--- config.mk ---
export PLATFORM = sky130hd
export DESIGN_NAME = umips_hazard_unit_flat
export DESIGN_NICKNAME = d
export VERILOG_FILES = /design/src/rtl/umips_pkg.sv /design/src/rtl/umips_hazard_unit_if.sv /design/src/rtl/umips_fwd_cmp.sv /design/src/rtl/umips_hazard_unit.sv /design/src/flat_wrapper.sv
export SDC_FILE = /design/constraint.sdc
export NUM_CORES = 1
export LEC_CHECK = 0
export BUFFER_PORTS_ARGS = -buffer_cell sky130_fd_sc_hd__buf_2
export CORE_MARGIN = 1
export CORE_UTILIZATION = 50
export DETAILED_ROUTE_END_ITERATION = 10
export PLACE_DENSITY = 0.77
export SYNTH_ARGS = -nofsm -noshare
export SYNTH_HDL_FRONTEND = slang
export SYNTH_HIERARCHICAL = 1
export SYNTH_SLANG_ARGS = --single-unit
--- constraint.sdc ---
create_clock -name clk -period 7 [get_ports clk]
set_input_delay 1.4 -clock clk [delete_from_list [all_inputs] [get_ports clk]]
set_output_delay 1.4 -clock clk [all_outputs]
set_load 0.02 [all_outputs]
--- src/rtl/umips_pkg.sv ---
// umips_pkg: shared hazard-unit FSM encoding and forwarding select constants
package umips_pkg;
    typedef enum logic [1:0] {
        RUN  = 2'd0,
        WAIT = 2'd1,
        ERR  = 2'd2
    } mem_state_t;
    localparam logic [1:0] FWD_RF = 2'b00;
    localparam logic [1:0] FWD_W  = 2'b01;
    localparam logic [1:0] FWD_M  = 2'b10;
endpackage

--- src/rtl/umips_hazard_unit_if.sv ---
// umips_hazard_unit_if: pipeline-to-hazard-unit signal bundle
interface umips_hazard_unit_if #(parameter int CNT_W = 32);
    logic [4:0] rs_d, rt_d, rs_e, rt_e, write_reg_e, write_reg_m, write_reg_w;
    logic reg_write_e, reg_write_m, reg_write_w, mem_to_reg_e, mem_to_reg_m;
    logic branch_d, mem_req_m, mem_ack, clr_count;
    logic stall_f, stall_d, flush_e, freeze, fwd_a_d, fwd_b_d, bus_err;
    logic [1:0] fwd_a_e, fwd_b_e;
    logic [CNT_W-1:0] stall_count;
    modport master (
        output rs_d, rt_d, rs_e, rt_e, write_reg_e, write_reg_m, write_reg_w,
        output reg_write_e, reg_write_m, reg_write_w, mem_to_reg_e, mem_to_reg_m,
        output branch_d, mem_req_m, mem_ack, clr_count,
        input  stall_f, stall_d, flush_e, freeze, fwd_a_d, fwd_b_d, bus_err,
        input  fwd_a_e, fwd_b_e, stall_count
    );
    modport slave (
        input  rs_d, rt_d, rs_e, rt_e, write_reg_e, write_reg_m, write_reg_w,
        input  reg_write_e, reg_write_m, reg_write_w, mem_to_reg_e, mem_to_reg_m,
        input  branch_d, mem_req_m, mem_ack, clr_count,
        output stall_f, stall_d, flush_e, freeze, fwd_a_d, fwd_b_d, bus_err,
        output fwd_a_e, fwd_b_e, stall_count
    );
endinterface

--- src/rtl/umips_fwd_cmp.sv ---
// umips_fwd_cmp: destination/source register match, r0 never matches
module umips_fwd_cmp (
    input  logic       en,
    input  logic [4:0] dst,
    input  logic [4:0] src,
    output logic       hit
);
    assign hit = en && (dst == src) && (src != 5'd0);
endmodule

--- src/rtl/umips_hazard_unit.sv ---
// umips_hazard_unit: load-use/branch stalls, forwarding selects and memory-wait freeze
module umips_hazard_unit import umips_pkg::*; #(
    parameter int MEM_TIMEOUT = 16,
    parameter int CNT_W       = 32
) (
    input logic               clk,
    input logic               rst,
    umips_hazard_unit_if.slave h
);
    localparam int WW = $clog2(MEM_TIMEOUT);
    localparam logic [WW-1:0] LAST = WW'(MEM_TIMEOUT - 1);
    logic [11:0] en, hit;
    logic [11:0][4:0] dst, src;
    logic hz, freeze, err;
    mem_state_t state, state_n;
    logic [WW-1:0] wait_cnt, wait_n;
    logic [CNT_W-1:0] cnt;
    // bits 0-3 feed the E-stage ALU muxes, 4-5 the D comparator, 6-7 load-use, 8-11 branch
    assign en  = {h.mem_to_reg_m, h.mem_to_reg_m, h.reg_write_e, h.reg_write_e,
                  h.mem_to_reg_e, h.mem_to_reg_e, h.reg_write_m, h.reg_write_m,
                  h.reg_write_w, h.reg_write_m, h.reg_write_w, h.reg_write_m};
    assign dst = {h.write_reg_m, h.write_reg_m, h.write_reg_e, h.write_reg_e,
                  h.write_reg_e, h.write_reg_e, h.write_reg_m, h.write_reg_m,
                  h.write_reg_w, h.write_reg_m, h.write_reg_w, h.write_reg_m};
    assign src = {h.rt_d, h.rs_d, h.rt_d, h.rs_d, h.rt_d, h.rs_d, h.rt_d, h.rs_d,
                  h.rt_e, h.rt_e, h.rs_e, h.rs_e};
    for (genvar i = 0; i < 12; i++) begin : g_cmp
        umips_fwd_cmp u_cmp (.en(en[i]), .dst(dst[i]), .src(src[i]), .hit(hit[i]));
    end
    assign h.fwd_a_e = hit[0] ? FWD_M : hit[1] ? FWD_W : FWD_RF;
    assign h.fwd_b_e = hit[2] ? FWD_M : hit[3] ? FWD_W : FWD_RF;
    assign h.fwd_a_d = hit[4];
    assign h.fwd_b_d = hit[5];
    assign hz = (|hit[7:6]) || (h.branch_d && (|hit[11:8]));
    always_comb begin
        state_n = state;
        wait_n  = wait_cnt;
        freeze  = 1'b0;
        case (state)
            RUN: if (h.mem_req_m && !h.mem_ack) begin
                state_n = WAIT;
                wait_n  = WW'(1);
                freeze  = 1'b1;
            end
            WAIT: begin
                freeze  = !h.mem_ack;
                state_n = h.mem_ack ? RUN : (wait_cnt == LAST) ? ERR : WAIT;
                wait_n  = (h.mem_ack || wait_cnt == LAST) ? wait_cnt : wait_cnt + WW'(1);
            end
            default: state_n = RUN;
        endcase
    end
    assign err         = state == ERR;
    assign h.freeze    = freeze;
    assign h.bus_err   = err;
    // a timed-out access retires in ERR, so ID/EX takes a bubble instead of holding
    assign h.stall_f   = freeze || (!err && hz);
    assign h.stall_d   = h.stall_f;
    assign h.flush_e   = err || (!freeze && hz);
    assign h.stall_count = cnt;
    always_ff @(posedge clk or negedge rst) begin
        if (!rst) begin
            state    <= RUN;
            wait_cnt <= '0;
            cnt      <= '0;
        end else begin
            state    <= state_n;
            wait_cnt <= wait_n;
            cnt      <= h.clr_count ? '0 : (h.stall_f && !(&cnt)) ? cnt + CNT_W'(1) : cnt;
        end
    end
endmodule
--- src/flat_wrapper.sv ---
// flat-port wrapper written by rule: the top's interface ports become plain ports
module umips_hazard_unit_flat import umips_pkg::*;
#(
    parameter int MEM_TIMEOUT = 16,
    parameter int CNT_W       = 32
)
  (clk, rst, h_rs_d, h_rt_d, h_rs_e, h_rt_e, h_write_reg_e, h_write_reg_m, h_write_reg_w, h_reg_write_e, h_reg_write_m, h_reg_write_w, h_mem_to_reg_e, h_mem_to_reg_m, h_branch_d, h_mem_req_m, h_mem_ack, h_clr_count, h_stall_f, h_stall_d, h_flush_e, h_freeze, h_fwd_a_d, h_fwd_b_d, h_bus_err, h_fwd_a_e, h_fwd_b_e, h_stall_count);
  umips_hazard_unit_if #(.CNT_W(CNT_W)) h_i ();
  input logic clk;
  input logic rst;
  input wire logic [$bits(h_i.rs_d)-1:0] h_rs_d;
  input wire logic [$bits(h_i.rt_d)-1:0] h_rt_d;
  input wire logic [$bits(h_i.rs_e)-1:0] h_rs_e;
  input wire logic [$bits(h_i.rt_e)-1:0] h_rt_e;
  input wire logic [$bits(h_i.write_reg_e)-1:0] h_write_reg_e;
  input wire logic [$bits(h_i.write_reg_m)-1:0] h_write_reg_m;
  input wire logic [$bits(h_i.write_reg_w)-1:0] h_write_reg_w;
  input wire logic [$bits(h_i.reg_write_e)-1:0] h_reg_write_e;
  input wire logic [$bits(h_i.reg_write_m)-1:0] h_reg_write_m;
  input wire logic [$bits(h_i.reg_write_w)-1:0] h_reg_write_w;
  input wire logic [$bits(h_i.mem_to_reg_e)-1:0] h_mem_to_reg_e;
  input wire logic [$bits(h_i.mem_to_reg_m)-1:0] h_mem_to_reg_m;
  input wire logic [$bits(h_i.branch_d)-1:0] h_branch_d;
  input wire logic [$bits(h_i.mem_req_m)-1:0] h_mem_req_m;
  input wire logic [$bits(h_i.mem_ack)-1:0] h_mem_ack;
  input wire logic [$bits(h_i.clr_count)-1:0] h_clr_count;
  output wire logic [$bits(h_i.stall_f)-1:0] h_stall_f;
  output wire logic [$bits(h_i.stall_d)-1:0] h_stall_d;
  output wire logic [$bits(h_i.flush_e)-1:0] h_flush_e;
  output wire logic [$bits(h_i.freeze)-1:0] h_freeze;
  output wire logic [$bits(h_i.fwd_a_d)-1:0] h_fwd_a_d;
  output wire logic [$bits(h_i.fwd_b_d)-1:0] h_fwd_b_d;
  output wire logic [$bits(h_i.bus_err)-1:0] h_bus_err;
  output wire logic [$bits(h_i.fwd_a_e)-1:0] h_fwd_a_e;
  output wire logic [$bits(h_i.fwd_b_e)-1:0] h_fwd_b_e;
  output wire logic [$bits(h_i.stall_count)-1:0] h_stall_count;
  assign h_i.rs_d = h_rs_d;
  assign h_i.rt_d = h_rt_d;
  assign h_i.rs_e = h_rs_e;
  assign h_i.rt_e = h_rt_e;
  assign h_i.write_reg_e = h_write_reg_e;
  assign h_i.write_reg_m = h_write_reg_m;
  assign h_i.write_reg_w = h_write_reg_w;
  assign h_i.reg_write_e = h_reg_write_e;
  assign h_i.reg_write_m = h_reg_write_m;
  assign h_i.reg_write_w = h_reg_write_w;
  assign h_i.mem_to_reg_e = h_mem_to_reg_e;
  assign h_i.mem_to_reg_m = h_mem_to_reg_m;
  assign h_i.branch_d = h_branch_d;
  assign h_i.mem_req_m = h_mem_req_m;
  assign h_i.mem_ack = h_mem_ack;
  assign h_i.clr_count = h_clr_count;
  assign h_stall_f = h_i.stall_f;
  assign h_stall_d = h_i.stall_d;
  assign h_flush_e = h_i.flush_e;
  assign h_freeze = h_i.freeze;
  assign h_fwd_a_d = h_i.fwd_a_d;
  assign h_fwd_b_d = h_i.fwd_b_d;
  assign h_bus_err = h_i.bus_err;
  assign h_fwd_a_e = h_i.fwd_a_e;
  assign h_fwd_b_e = h_i.fwd_b_e;
  assign h_stall_count = h_i.stall_count;
  umips_hazard_unit #(.MEM_TIMEOUT(MEM_TIMEOUT), .CNT_W(CNT_W)) u_core (.clk(clk), .rst(rst), .h(h_i));
endmodule
Word level (Yosys, flattened, before mapping):

Index checks and enable logic that the tools add are counted.

* $add $sub $neg: 2
* $mul: 0
* div/mod/pow operators: 0
* order comparisons: 0
* equality and inequality tests: 13
* shift-type cells: 0
* multiplexer cells: 15
* bitwise gates (word level): 0
* reduce and logical (&&, ||, !) cells: 48

Operators by type and width (count)
* two-way mux 32 bit: 2
* == test 5 bit: 8
* adder 32 x 1 -> 32 bit, second input constant: 1
* AND reduction 32 bit: 1
* logical AND 1 bit: 29
* nonzero test 5 bit: 4
* two-way mux 2 bit: 5
* two-way mux 4 bit: 2
* one-hot mux 4 bit (2 select lines): 1
* adder 4 x 1 -> 4 bit, second input constant: 1
* == test 4 bit, second input constant: 1
* logical NOT 1 bit: 4
* logical OR 1 bit: 4
* one-hot mux 2 bit (2 select lines): 1
* nonzero test 2 bit: 2
* OR reduction 4 bit: 1
* two-way mux 1 bit: 3
* AND reduction 3 bit: 1
* == test 2 x 1 -> 1 bit, second input constant: 1
* == test 2 bit, second input constant: 1
* logical NOT 2 bit: 1
* != test 2 x 1 -> 1 bit, second input constant: 1
* != test 2 bit, second input constant: 1
* one-hot mux 1 bit (2 select lines): 1
* OR reduction 2 bit: 1

* register bits after elaboration: 38
* latch bits: 0
* bits in writable memories: 0
* memory bits (read-only): 0
* output and inout bits: 43
* logic and storage cells: 81
* memories kept: 0

Depth between registers and ports, before layout:

* word-level depth: 11
* depth in mapped cells: 10
* depth with buffers taken out: 8

Hierarchy:

The synthesis kept the hierarchy.

Modules (own cells, without submodules)
* umips_hazard_unit: instances 1, cells each 259, area each 2388.5 um^2, seq. area each 950.9 um^2
* umips_fwd_cmp: instances 12, cells each 10, area each 70.1 um^2, seq. area each 0.0 um^2

Worst setup path before layout:

OpenSTA, ideal clock, no wires.

* path type: input port to output port
* start: in h_write_reg_e[0]
* end: out h_stall_f
* arrival time: 3.400 ns
* data required time: 5.600 ns
* slack: 2.200 ns
* stages: 10
* path buffers: 3
* path through: nor4_1 -> o21ai_0 -> and4_1 -> nor4_4 -> o221ai_4 -> nand2_1 -> buf_2 -> buf_2 -> inv_1 -> buf_4

* word-level cells in the longest chain between the ends: 8
* elaborated cells between the ends (all ways): 16
* those cells by class: eq/ne: 2; reduce/logical: 14

Ends and longest elaborated chain
* start: declaration: line flat_wrapper.sv:15 `input wire logic [$bits(h_i.write_reg_e)-1:0] h_write_reg_e;`
* == test 5 bit: line umips_fwd_cmp.sv:8 `assign hit = en && (dst == src) && (src != 5'd0);`
* logical AND 1 bit (2 in a row): line umips_fwd_cmp.sv:8
* net u_core.hit[9]: line umips_hazard_unit.sv:12 `logic [11:0] en, hit;`
* OR reduction 4 bit: line umips_hazard_unit.sv:34 `assign hz = (|hit[7:6]) || (h.branch_d && (|hit[11:8]));`
* logical AND 1 bit: line umips_hazard_unit.sv:34
* logical OR 1 bit: line umips_hazard_unit.sv:34
* logical AND 1 bit: line umips_hazard_unit.sv:57 `assign h.stall_f = freeze || (!err && hz);`
* logical OR 1 bit: line umips_hazard_unit.sv:57
* end: declaration: line flat_wrapper.sv:27 `output wire logic [$bits(h_i.stall_f)-1:0] h_stall_f;`

The timed path passes the listed nets, and every way through them passes these cells.

Final worst setup path:

* start: in h_write_reg_m[0]
* end: out h_stall_f

* word-level cells in the longest chain between the ends: 8
* elaborated cells between the ends (all ways): 11
* those cells by class: eq/ne: 2; reduce/logical: 9

Ends and longest elaborated chain
* start: declaration: line flat_wrapper.sv:16 `input wire logic [$bits(h_i.write_reg_m)-1:0] h_write_reg_m;`
* == test 5 bit: line umips_fwd_cmp.sv:8
* logical AND 1 bit (2 in a row): line umips_fwd_cmp.sv:8
* net u_core.hit[11]: line umips_hazard_unit.sv:12
* OR reduction 4 bit: line umips_hazard_unit.sv:34
* logical AND 1 bit: line umips_hazard_unit.sv:34
* logical OR 1 bit: line umips_hazard_unit.sv:34
* logical AND 1 bit: line umips_hazard_unit.sv:57
* logical OR 1 bit: line umips_hazard_unit.sv:57

The timed path passes the listed nets, and every way through them passes these cells.

==> metrics.md <==
| Metric | Value |
|---|---|
| Status | `complete, no violations` |
| Post-cts resize count | `0` |
| Distinct cells, synth | `46` |
| Syn_area_per_cell | `8.52 um2` |
| Ant. Diodes | `0` |
| Antenna-violating nets left | `0` |
| Final slew viol count | `0` |
| Fmax | `about 0.22 GHz` |
| Switching Share | `30.2%` |
| Rel. slew slack | `20.6%` |
| RSZ-0062 raised after global routing | `no` |
| Clock power frac | `about a third` |
| Total core area | `just over 6000 um2` |
| Root buf cell | `clkbuf_8` |
| P_sw | `between 100 and 150 uW` |
| Die width | `82.4 um` |
| DRC viols | `0` |
| Final TNS setup | `0 ns` |
| FFs w/ async S/R, synth | `between 90% and 100%` |
| Vias in the first global route | `roughly 2900` |
| Placer Congestion | `about 0.91` |
| Post-synthesis register bit count | `38` |
| Final worst slack | `roughly 2.4 ns` |
| Num CTS Buffers | `5` |
| Post-synth top flop | `dfrtp_1` |
| Post-Syn Area | `3230 um2` |
| Synth Net Count | `427` |
| R2R setup slack | `approximately 4.1 ns` |
| Critical path capture point type | `output pin` |
| Die area | `about 6800 um2` |
| Worst R2R Path Depth | `6` |
| Share of cells above drive strength 1 | `between 20% and 30%` |
| Finish-stage setup viols | `0` |
| Int Power | `around 350 uW` |
| Port Buffer Count | `88` |
| Number of cells on the worst hold path | `2` |
| Worst hold path endpoint | `u_core/wait_cnt[3]` |
| Setup Skew | `0.00956 ns` |
| Starting Density | `53.3%` |
| Worst-path fanout max | `12` |
| Warnings, synthesis | `6` |
| Max-cap violation count | `0` |
| Via density per instance | `around 6` |
| Post-CTS setup buffer count | `0` |
| Die H | `between 80 and 90 um` |
| Worst-Skew Late Latency | `0.29 ns` |
| CTS hold repair buffers | `0` |
| Count of flip-flops with a built-in enable after synthesis | `0` |
| FF-to-FF End | `u_core/h.stall_count[6]` |
| Peak supply drop | `just over 0.07 mV` |
| Overall Power | `495 uW` |
| First-pass GRT wire length | `roughly 13000 um` |
| Detailed Route WL | `about 8200 um` |
| Nets@finish | `between 500 and 600` |
| Worst Hold Launch | `u_core/wait_cnt[3]` |
| Clock transition at path regs | `approximately 0.070 ns` |
| Place WS | `2.37 ns` |
| Overflow after GRT | `0` |
| Sequential power share | `between 40% and 50%` |
| CTS Sinks | `38` |
| Pwr Density | `131 nW/um2` |
| I/O pin cnt | `between 80 and 90` |
| Final period utilization | `around two thirds` |
| Area Overhead vs Synth | `17.4%` |
| Cell count after synthesis | `between 300 and 400` |
| Initial DRC count | `150` |
| Leak | `roughly 0.0016 uW` |
| TritonCTS clock tree | `done` |
| Pin count of the biggest net entering global routing | `41` |
| Worst setup path class | `input pin to output pin` |
| Dpl hpwl | `~6100 um` |
| Final Hold Fails | `0` |
| Initial antenna violation count | `0` |
| CTS H-tree lvls | `2` |
| Logic pwr share | `roughly a fifth` |
| GR Util All Layers | `between 20% and 30%` |
| Clock Path Buffers | `2` |
| Hold Crit Class | `flip-flop to flip-flop` |
| Worst R2R Start | `u_core/h.stall_count[0]` |
| Drt first pass iters | `4` |
| Routed len/inst | `between 15 and 20 um` |
| Via Count | `3215` |
| Minimum clock period | `between 4 and 5 ns` |
| Worst setup SP type | `input pin` |
| Sequential element share of the synthesized area | `29.4%` |
| Slew @ Worst Pin | `roughly 1.2 ns` |
| Worst EP required | `5.60 ns` |
| Site Rows | `28` |
| Data arrival, critical path | `about 3.2 ns` |
Yosys cell counts, types with 14 or more instances:
cell | count | area [um2]
nand3_1 | 15 | 75.1
nor4_1 | 21 | 131
o21ai_0 | 20 | 100
nor2_1 | 14 | 52.6
dfrtp_1 | 38 | 951
a21oi_1 | 23 | 115
nor3_1 | 17 | 85.1
xor2_1 | 38 | 333
o31ai_1 | 14 | 105
nand2_1 | 30 | 113
and4_1 | 14 | 123
worst max path at each step:
stage | from | to | cells after the start
floorplan | h_write_reg_e[0] | h_stall_f | 10
global placement | h_write_reg_m[0] | h_stall_f | 9
detailed placement | h_write_reg_m[0] | h_stall_f | 9
CTS | h_write_reg_m[0] | h_stall_f | 9
global route | h_write_reg_e[0] | h_stall_f | 9
finish | h_write_reg_m[0] | h_stall_f | 9
placed cells by master (no fill, tap or decap), types with 13 or more instances in the layout:
master,netlist,final
nand3_1,15,15
o31ai_1,14,14
a21oi_1,23,23
nand2_1,30,30
xor2_1,38,38
nor3_1,17,17
nor2_1,14,14
o21ai_0,20,20
nand4_1,13,13
nor4_1,21,21
and4_1,14,14
or4_1,13,13
dfrtp_1,38,38
buf_2,6,88
layer usage:
| layer | routed length [um] | track usage [%] | up-vias |
|---|---|---|---|
| li1 | - | - | 1595 |
| met1 | 3790 | 34.0 | 1517 |
| met2 | 3930 | 42.2 | 91 |
| met3 | 349 | 3.96 | 12 |
| met4 | 116 | 7.02 | 0 |
| met5 | 0 | 0 | - |
cells by family (layout without fill, tap and decap cells):
family / Yosys count / in the layout / share of synthesized area (%)
compound gates: 71 / 71 / 14.3
xor+xnor: 50 / 50 / 13.6
fa+ha+maj: 2 / 2 / 0.775
buf+inv: 25 / 106 / 3.49
flops: 38 / 38 / 29.4
mux: 6 / 6 / 2.09
simple gates: 187 / 187 / 36.3
state kept, by name, summed over array words and instances (netlist names):
name / cells
u_core/h.stall_count: 32
u_core/wait_cnt: 4
u_core/state: 2
stage by stage:
step | hold slack, ns | util, % | std cells | area [um2]
after floorplan | 0.505 | - | 379 | 3230
final | 0.545 | 62.6 | 535 | 3790
after global placement | 0.528 | 61.0 | 527 | 3700
after detailed placement | 0.536 | 61.0 | 527 | 3700
after CTS | 0.553 | 62.6 | 535 | 3790
after global routing | 0.572 | 62.6 | 535 | 3790
power by group through the flow:
stage / Clock (uW) / Sequential, uW / Combinational [uW]
after floorplan: 0 / 236 / 58.2
final: 159 / 232 / 103
after global routing: 173 / 234 / 115
after CTS: 163 / 232 / 104
after global placement: 0 / 237 / 100
after detailed placement: 0 / 237 / 104
critical path, cell delays in order:
cell	delay, ns
buf_2	0.19
nor4_1	0.30
o21ai_0	0.12
and4_1	0.21
nor4_4	0.39
o221ai_4	0.27
nand2_1	0.14
inv_1	0.06
buf_2	0.16
area by class of cell:
cell class / instances / area, um2
Clock buffer: 6 / 82.6
Inverter: 8 / 30.0
Multi-Input combinational cell: 316 / 2170
Clock inverter: 2 / 12.5
Sequential cell: 38 / 951
Tap cell: 75 / 93.8
Timing Repair Buffer: 90 / 455
Fill cell: 545 / 2270
No activity file was read; power rests on OpenSTA's default activity.
